--- src/rtl/branch_ctrl_pkg.sv ---
// Shared encodings for the branch-resolution sequencer: opcodes, branch conditions, FSM states.
// Instruction format assumed here: opcode in [15:12]; branches carry cond in [10:8] and imm in [7:0].
package branch_ctrl_pkg;

  typedef enum logic [3:0] {
    OP_ADD  = 4'h0,
    OP_SUB  = 4'h1,
    OP_NAND = 4'h2,
    OP_XOR  = 4'h3,
    OP_INC  = 4'h4,
    OP_B    = 4'hC
  } opcode_e;

  typedef enum logic [2:0] {
    COND_EQUAL            = 3'd0,
    COND_NOT_EQUAL        = 3'd1,
    COND_LESS             = 3'd2,
    COND_GREATER          = 3'd3,
    COND_GREATER_OR_EQUAL = 3'd4,
    COND_LESS_OR_EQUAL    = 3'd5,
    COND_OVERFLOW         = 3'd6,
    COND_TRUE             = 3'd7
  } cond_e;

  typedef enum logic [1:0] {
    IDLE     = 2'd0,
    STALL    = 2'd1,
    REDIRECT = 2'd2
  } state_e;

  localparam int InstrWidth = 16;
  localparam int PcWidth    = 16;

  function automatic logic [3:0] get_opcode(input logic [InstrWidth-1:0] instr);
    return instr[15:12];
  endfunction

  // The all-zero ADD word is the NOP and leaves the flags alone.
  function automatic logic is_flag_writer(input logic [InstrWidth-1:0] instr);
    logic [3:0] op;
    op = get_opcode(instr);
    return ((op == OP_ADD) && (instr != '0)) ||
           (op == OP_SUB) || (op == OP_NAND) ||
           (op == OP_XOR) || (op == OP_INC);
  endfunction

  function automatic logic is_branch(input logic [InstrWidth-1:0] instr);
    return get_opcode(instr) == OP_B;
  endfunction

  function automatic logic [PcWidth-1:0] branch_target(input logic [PcWidth-1:0] pc,
                                                       input logic [7:0]         imm);
    logic [PcWidth-1:0] offset;
    offset = {{7{imm[7]}}, imm, 1'b0};
    return pc + 16'd2 + offset;
  endfunction

endpackage

--- src/rtl/branch_ctrl_cond_eval.sv ---
// Combinational branch-condition evaluator over the Z/V/N flags.
module branch_cond_eval
  import branch_ctrl_pkg::*;
(
  input  logic [2:0] cond_i,
  input  logic       z_i,
  input  logic       v_i,
  input  logic       n_i,
  output logic       taken_o
);

  always_comb begin
    taken_o = 1'b0;
    case (cond_e'(cond_i))
      COND_EQUAL:            taken_o = z_i;
      COND_NOT_EQUAL:        taken_o = ~z_i;
      COND_LESS:             taken_o = n_i & ~v_i;
      COND_GREATER:          taken_o = ~z_i & ~n_i & ~v_i;
      COND_GREATER_OR_EQUAL: taken_o = ~n_i & ~v_i;
      COND_LESS_OR_EQUAL:    taken_o = (n_i & ~v_i) | z_i;
      COND_OVERFLOW:         taken_o = v_i;
      COND_TRUE:             taken_o = 1'b1;
      default:               taken_o = 1'b0;
    endcase
  end

endmodule

--- src/rtl/branch_ctrl.sv ---
// Branch-resolution sequencer: scoreboards in-flight flag writers, stalls branches until flags are final.
// Optional FLAG_BYPASS_EN lets a branch resolve on the committing writer's flags in the same cycle.
module branch_ctrl
  import branch_ctrl_pkg::*;
#(
  parameter int MAX_INFLIGHT = 4
) (
  input  logic        clk,
  input  logic        rst_n,
  input  logic        id_valid_i,
  input  logic [15:0] id_instr_i,
  input  logic [15:0] id_pc_i,
  output logic        id_ready_o,
  input  logic        wb_flag_valid_i,
  input  logic        wb_z_i,
  input  logic        wb_v_i,
  input  logic        wb_n_i,
  output logic        redirect_valid_o,
  output logic [15:0] redirect_pc_o,
  output logic        flush_o
);

  localparam int CntWidth = $clog2(MAX_INFLIGHT + 1);
  localparam logic [CntWidth-1:0] PendMax = CntWidth'(MAX_INFLIGHT);
  localparam logic [CntWidth-1:0] PendOne = CntWidth'(1);

  state_e              state_q;
  logic [CntWidth-1:0] pending_q, pending_d;
  logic                z_q, v_q, n_q;
  logic                redirect_valid_q;
  logic                flush_q;
  logic [15:0]         redirect_pc_q;

  logic isBranch, isWriter, pendingZero, bypassHit, flagsReady;
  logic evalZ, evalV, evalN, taken;
  logic accept, incr, decr;
  logic [15:0] target;

  assign isBranch    = is_branch(id_instr_i);
  assign isWriter    = is_flag_writer(id_instr_i);
  assign pendingZero = (pending_q == '0);
  assign target      = branch_target(id_pc_i, id_instr_i[7:0]);

`ifdef FLAG_BYPASS_EN
  assign bypassHit = (pending_q == PendOne) && wb_flag_valid_i;
`else
  assign bypassHit = 1'b0;
`endif

  assign flagsReady = pendingZero || bypassHit;
  assign evalZ      = bypassHit ? wb_z_i : z_q;
  assign evalV      = bypassHit ? wb_v_i : v_q;
  assign evalN      = bypassHit ? wb_n_i : n_q;

  branch_cond_eval u_cond_eval (
    .cond_i  (id_instr_i[10:8]),
    .z_i     (evalZ),
    .v_i     (evalV),
    .n_i     (evalN),
    .taken_o (taken)
  );

  always_comb begin
    id_ready_o = 1'b0;
    if (rst_n) begin
      case (state_q)
        IDLE: begin
          if (isBranch)      id_ready_o = flagsReady;
          else if (isWriter) id_ready_o = (pending_q != PendMax);
          else               id_ready_o = 1'b1;
        end
        STALL:    id_ready_o = isBranch && flagsReady;
        REDIRECT: id_ready_o = 1'b0;
        default:  id_ready_o = 1'b0;
      endcase
    end
  end

  // Branches are never writers, so a stalled branch can only ever see decrements.
  assign accept = id_valid_i && id_ready_o;
  assign incr   = accept && isWriter;
  assign decr   = wb_flag_valid_i && !pendingZero;

  always_comb begin
    pending_d = pending_q;
    case ({incr, decr})
      2'b10:   pending_d = pending_q + PendOne;
      2'b01:   pending_d = pending_q - PendOne;
      default: pending_d = pending_q;
    endcase
  end

  always_ff @(posedge clk or negedge rst_n) begin
    if (!rst_n) begin
      pending_q <= '0;
      z_q       <= 1'b0;
      v_q       <= 1'b0;
      n_q       <= 1'b0;
    end else begin
      pending_q <= pending_d;
      if (wb_flag_valid_i) begin
        z_q <= wb_z_i;
        v_q <= wb_v_i;
        n_q <= wb_n_i;
      end
    end
  end

  always_ff @(posedge clk or negedge rst_n) begin
    if (!rst_n) begin
      state_q          <= IDLE;
      redirect_valid_q <= 1'b0;
      flush_q          <= 1'b0;
      redirect_pc_q    <= 16'h0000;
    end else begin
      case (state_q)
        IDLE: begin
          redirect_valid_q <= 1'b0;
          flush_q          <= 1'b0;
          if (id_valid_i && isBranch) begin
            if (!flagsReady) begin
              state_q <= STALL;
            end else if (taken) begin
              state_q          <= REDIRECT;
              redirect_valid_q <= 1'b1;
              flush_q          <= 1'b1;
              redirect_pc_q    <= target;
            end
          end
        end
        STALL: begin
          redirect_valid_q <= 1'b0;
          flush_q          <= 1'b0;
          if (id_valid_i && isBranch && flagsReady) begin
            if (taken) begin
              state_q          <= REDIRECT;
              redirect_valid_q <= 1'b1;
              flush_q          <= 1'b1;
              redirect_pc_q    <= target;
            end else begin
              state_q <= IDLE;
            end
          end
        end
        REDIRECT: begin
          state_q          <= IDLE;
          redirect_valid_q <= 1'b0;
          flush_q          <= 1'b0;
        end
        default: begin
          state_q          <= IDLE;
          redirect_valid_q <= 1'b0;
          flush_q          <= 1'b0;
        end
      endcase
    end
  end

  assign redirect_valid_o = redirect_valid_q;
  assign flush_o          = flush_q;
  assign redirect_pc_o    = redirect_pc_q;

endmodule
--- config.mk ---
export PLATFORM = sky130hd
export DESIGN_NAME = branch_ctrl
export DESIGN_NICKNAME = d
export VERILOG_FILES = /design/src/rtl/branch_ctrl_pkg.sv /design/src/rtl/branch_ctrl_cond_eval.sv /design/src/rtl/branch_ctrl.sv
export SDC_FILE = /design/constraint.sdc
export NUM_CORES = 1
export LEC_CHECK = 0
export ABC_CLOCK_PERIOD_IN_PS = 4900
export CORE_MARGIN = 1
export CORE_UTILIZATION = 25
export DETAILED_ROUTE_END_ITERATION = 6
export MAX_ROUTING_LAYER = met4
export PLACE_DENSITY = 0.51
export REMOVE_ABC_BUFFERS = 1
export SKIP_CTS_REPAIR_TIMING = 1
export SLEW_MARGIN = 20
export SYNTH_ARGS = -nofsm -noshare
export SYNTH_HDL_FRONTEND = slang
export SYNTH_SLANG_ARGS = --single-unit
--- constraint.sdc ---
create_clock -name clk -period 4.9 [get_ports clk]
set_input_delay 1.225 -clock clk [delete_from_list [all_inputs] [get_ports clk]]
set_output_delay 1.225 -clock clk [all_outputs]
set_load 0.01 [all_outputs]
==> results of run 1 <==
==> per-layer routing <==
metal  up-vias  part of all wire  GRT usage
li1        865                 -          -
met1       744              0.46      0.145
met2        35              0.49      0.197
met3         5             0.039     0.0160
met4         0             0.016     0.0437
met5         -                 0          -
==> area by class of cell <==
cell class | count | area (sq um)
clock buffer | 3 | 41.3
clock inverter | 1 | 5.00
fill | 837 | 4980
inverter | 14 | 52.6
multi-input combinational | 161 | 1250
sequential | 25 | 626
tap | 102 | 128
timing repair buffer | 61 | 601
==> through the flow <==
stage	hold WS (ps)	std cells	power [mW]	setup WS [ps]	util
3_5_place_dp	469	363	0.646	373	0.346
3_3_place_gp	463	363	0.642	367	0.346
2_1_floorplan	424	200	0.497	1530	-
5_1_grt	502	367	0.828	147	0.352
4_1_cts	485	367	0.776	365	0.352
6_report	473	367	0.761	384	0.352
==> placed cells by master, fill, tap and decap left out, types with 3 or more instances in the layout <==
master and n:
dfrtp_1 25, mux2_2 3, clkdlybuf4s50_1 57, clkbuf_8 3, buf_4 4, nand2_1 20
mux2_4 4, and2_1 3, ha_1 28, a21oi_1 12, o211ai_1 3, o21ai_2 7
nand3_1 7, nand4_1 3, o21ai_0 8, xor2_1 7, xnor2_1 8, a21boi_0 3
nand2b_1 3, inv_1 14, o21ai_1 4, nor2_1 6, nor3_1 5
==> registers in the layout (all words and copies together) (netlist names) <==
name	cells
evalN	1
pending_q	3
flush_o	1
redirect_pc_o	16
evalZ	1
evalV	1
state_q	2
==> power groups by stage <==
stage / Clock (mW) / Sequential, mW / Combinational, mW
3_3_place_gp: 0 / 0.294 / 0.348
2_1_floorplan: 0 / 0.300 / 0.197
5_1_grt: 0.143 / 0.298 / 0.387
4_1_cts: 0.132 / 0.292 / 0.352
3_5_place_dp: 0 / 0.296 / 0.350
6_report: 0.125 / 0.290 / 0.347
==> cells by family after synthesis <==
| logic type | count (synthesis) | share of synthesized area |
|---|---|---|
| AND/OR/NAND/NOR | 57 | 0.145 |
| AO/OA/AOI/OAI | 50 | 0.168 |
| adder cells (fa/ha/maj) | 30 | 0.198 |
| flip-flops | 25 | 0.317 |
| buffers and inverters | 18 | 0.0476 |
| XOR/XNOR | 15 | 0.0666 |
| multiplexers | 9 | 0.0577 |
==> worst max-delay path by stage <==
stage,cells past startpoint,endpoint
2_1_floorplan,5,id_ready_o
3_3_place_gp,7,id_ready_o
3_5_place_dp,8,id_ready_o
4_1_cts,8,id_ready_o
5_1_grt,7,id_ready_o
6_report,7,id_ready_o
==> worst max-delay path: stages <==
cell,delay (ps)
clkdlybuf4s50_1,520
nor3_1,330
nand4_1,130
o211ai_1,230
o31ai_1,90
a21boi_0,200
clkdlybuf4s50_1,570
==> metrics.cfg, run 1 <==
[synthesis]
ys.flop_type = dfrtp_1
ys_seq_area_frac = 0.317
synth_warnings = 0
yosysUniqueCellTypes = 41
syn_area_per_cell_sq_um = 9.67
synth_top_area_frac = 0.317
async_flop_share = 1.00
netlist_top_cells_count = ha_1 (28), dfrtp_1 (25), nand2_1 (20)
synth_area_leaders = dfrtp_1 (32%), ha_1 (18%), nand2_1 (3.8%), xnor2_1 (3.6%), o21ai_2 (3.1%)
synth_edf_count = 0
syn_area_sq_um = 1970
netlist_instances = 204
synth_top_cell_by_area = dfrtp_1
synth_most_common_cell = ha_1
synth_seq_cells = 25

[job]
max-cap-violations = 0

[cts]
cts_tree = done
clock-sinks = 25
cts_buffers = 3
clk_pin_slew_ps = 90
htree_levels = 1
clk_latency_ps = 270
clockBufferDepth = 2
cts-root-buf = clkbuf_8

[floorplanning]
initial_core_util = 0.257
pin_count = 58
die-width_microns = 90.8
die_h_microns = 90.8
placementRows = 32
core_area_sq_um = 7690
die_area_sq_um = 8250

[global_routing]
grt_pass1_wl_mm = 7.63
grt_pass1_vias = 1621
grt_max_degree = 26
antenna_found_initial = 0
grt-ovfl-total = 0
gr-usage-all-layers = 0.118

[place]
io_buffer_count = 57
place_congestion = 0.704
hpwlAfterDp_mm = 3.68
place_area_sq_um = 2660

[setup_path]
cp-end-kind = primary output
r2r_slack_ps = 2350
criticalPathCategory = in2out
rr_worst_depth = 5
r2r_start = pending_q[0]
start_kind = input pin
arrival_ps = 3290
worstPathRequired_ps = 3670
crit_start = id_instr_i[10]
crit_fanout = 7
timing.rr.end = redirect_pc_o[2]

[power_and_ir_drop]
switchingPower_mw = 0.260
power.share.sequential = 0.381
p_per_area_nw_per_um2 = 281
p_leak_nw = 1.21
p_clk_frac = 0.164
netSwitchingFraction = 0.341
ir_drop_uv = 67.7
combPwrFrac = 0.456
p_int_mw = 0.501

[outcome]
status = complete, no violations

[layout]
nets = 335
layout-drive-gt1-share = 0.0906
area_growth_pct = 37.2
fin_area_sq_um = 2710
num_antenna_cells = 0

[timing]
finalSetupTns_ps = 0
fin_skew_ps = 4.90
min_period_over_period = 0.922
setup_viol = 0
tightest_slew_ps = 793
hold_violations = 0
max_slew_margin = 0.471
rsz0062_at_grt = false
max_freq_mhz = 221
slew_violations = 0
finalCriticalPeriod_ps = 4520

[hold_path]
min-delay-start = pending_q[2]
worstHoldPathCells = 1
hold-path-endpoint = pending_q[2]
hp-class = reg2reg

[route]
wl_mm = 4.41
wl_per_cell_microns = 12.0
viasPerCell = 4.49
dr.pass1.iters = 4
via_count = 1649
drc_errors = 0
antenna_left = 0
drt_iter0_markers = 39

Note: power is estimated with default switching activity, not from simulation.
==> inputs of run 2 (changes only) <==
ABC_AREA = 1   (was default)
PLACE_DENSITY = 0.49   (was 0.51)
==> metrics.cfg, run 2 <==
[cts]
clk_latency_ps = 270
clock-sinks = 25
cts_buffers = 3
cts-root-buf = clkbuf_8
clockBufferDepth = 2
clk_pin_slew_ps = 90
htree_levels = 1
cts_tree = done

[setup_path]
worstPathRequired_ps = 3670
cpPeakStageDelay_ps = 540
cp_cell_sequence = clkdlybuf4s50_1 -> nor2_2 -> nand2_1 -> nor2_1 -> nand2_1 -> nand4_1 -> and3_1 -> clkdlybuf4s50_1
cp_top_family = buffers and inverters
criticalPathCategory = in2out
crit_fanout = 6
cp-end-kind = primary output
cp_slowest_cell = clkdlybuf4s50_1
path_buf_inv = 2
arrival_ps = 2980
start_kind = input pin

[layout]
multi_input_area_sq_um = 1450
area_growth_pct = 32.3
mostFrequentLayoutCell = nand2_1
nets = 459
layout-drive-gt1-share = 0.0694
largest_reg_flops = 16
fillers = 976
num_antenna_cells = 0
regArea_sq_um = 626
final_cell_mix = nand2_1 (123), clkdlybuf4s50_1 (57), inv_1 (45)

[timing]
min_period_over_period = 0.859
max_slew_margin = 0.630
finalCriticalPeriod_ps = 4210
setup_viol = 0
rsz0062_at_grt = false
tightest_slew_ps = 555
slew_violations = 0
hold_violations = 0
hold-worst-slack_ps = 483
max_freq_mhz = 238
finalSetupTns_ps = 0
fin_skew_ps = 7.74

[global_routing]
grt_pass1_wl_mm = 9.41
grt-ovfl-total = 0
grt_pass1_vias = 2153
gr-usage-all-layers = 0.123
antenna_found_initial = 0
grt_max_degree = 26

[synthesis]
synth_most_common_cell = nand2_1
synth_top_cell_by_area = dfrtp_1
async_flop_share = 1.00
synth_edf_count = 0
netlist_top_cells_count = nand2_1 (123), inv_1 (45), ha_1 (28)
synth_top_area_frac = 0.274
yosysUniqueCellTypes = 28
synth_area_leaders = dfrtp_1 (27%), nand2_1 (20%), ha_1 (15%), inv_1 (7.4%), nor2_1 (3.9%)
ys.flop_type = dfrtp_1
syn_area_per_cell_sq_um = 6.94
synth_seq_cells = 25
ys_seq_area_frac = 0.274
netlist_instances = 329
synth_warnings = 0
syn_area_sq_um = 2280

[place]
hpwlAfterDp_mm = 4.50
io_buffer_count = 57
place_congestion = 0.829

[power_and_ir_drop]
p_leak_nw = 1.56
p_per_area_nw_per_um2 = 294
ir_drop_uv = 85.3

[route]
wl_per_cell_microns = 10.8
drt_iter0_markers = 46
viasPerCell = 4.29
via_count = 2132
drc_errors = 0
wl_mm = 5.35
antenna_left = 0
dr.pass1.iters = 4

[floorplanning]
die_h_microns = 97.6
die_area_sq_um = 9520
core_area_sq_um = 8760
pin_count = 58
placementRows = 34
initial_core_util = 0.261
die-width_microns = 97.6

[outcome]
status = complete, no violations

[job]
max-cap-violations = 0

[hold_path]
hp-class = reg2reg

run 2: changes by cell type after synthesis, sizes merged, moves of 7 or more:
| cell | delta |
|---|---|
| inv | +32 |
| mux2 | -7 |
| nand2 | +110 |
| nand3 | +11 |
| nor2 | +23 |
| o21ai | -7 |
run 2: layout make-up:
type	count	area share
Multi-Input combinational cell	254	0.481
Tap cell	108	0.0447
Timing Repair Buffer	59	0.194
Clock inverter	1	0.00166
Clock buffer	3	0.0137
Inverter	47	0.0584
Sequential cell	25	0.207
run 2: cells by family after synthesis:
logic type,after synthesis,share of synthesized area
AND/OR/NAND/NOR,187,0.352
buffers and inverters,50,0.0904
adder cells (fa/ha/maj),30,0.171
AO/OA/AOI/OAI,26,0.0707
flip-flops,25,0.274
XOR/XNOR,11,0.0422
run 2: final timing paths:
kind	cells after the start	to	startpoint	slack (ps)
worst max register to register	10	pending_q[2]	pending_q[1]	2900
max in group asynchronous	2	redirect_pc_o[3]	rst_n	3290
worst min-delay path	2	redirect_pc_o[3]	redirect_pc_o[3]	480
worst min register to register	2	redirect_pc_o[3]	redirect_pc_o[3]	480
worst max-delay path	8	id_ready_o	id_instr_i[9]	690
min in group asynchronous	2	redirect_pc_o[5]	rst_n	1360
run 2: per-layer routing:
layer	GRT usage	routed length (microns)
met5	-	0
met4	0.0396	65
met3	0.0129	152
met2	0.194	2320
met1	0.164	2800
run 2: through the flow:
| step | std cells | cell area (sq um) | power, mW | setup WS, ps | utilization |
|---|---|---|---|---|---|
| after detailed placement | 493 | 2970 | 0.773 | 689 | 0.339 |
| after global routing | 497 | 3020 | 0.975 | 563 | 0.345 |
| after CTS | 497 | 3020 | 0.904 | 685 | 0.345 |
| final | 497 | 3020 | 0.889 | 691 | 0.345 |
| after floorplan | 326 | 2250 | 0.577 | 1840 | - |
| after global placement | 493 | 2970 | 0.766 | 700 | 0.339 |
run 2: report_power, final:
part | leakage, nW | switching [mW] | internal [mW] | total [mW]
combinational | 1.21 | 0.229 | 0.221 | 0.450
clock | 0.0255 | 0.0684 | 0.0570 | 0.125
sequential | 0.330 | 0.0441 | 0.269 | 0.313
total | 1.56 | 0.342 | 0.547 | 0.889
run 2: worst min-delay path, cell delays in order (launching register included):
cell and delay [ps]:
dfrtp_1 350, nand2_1 50, nand2_1 50
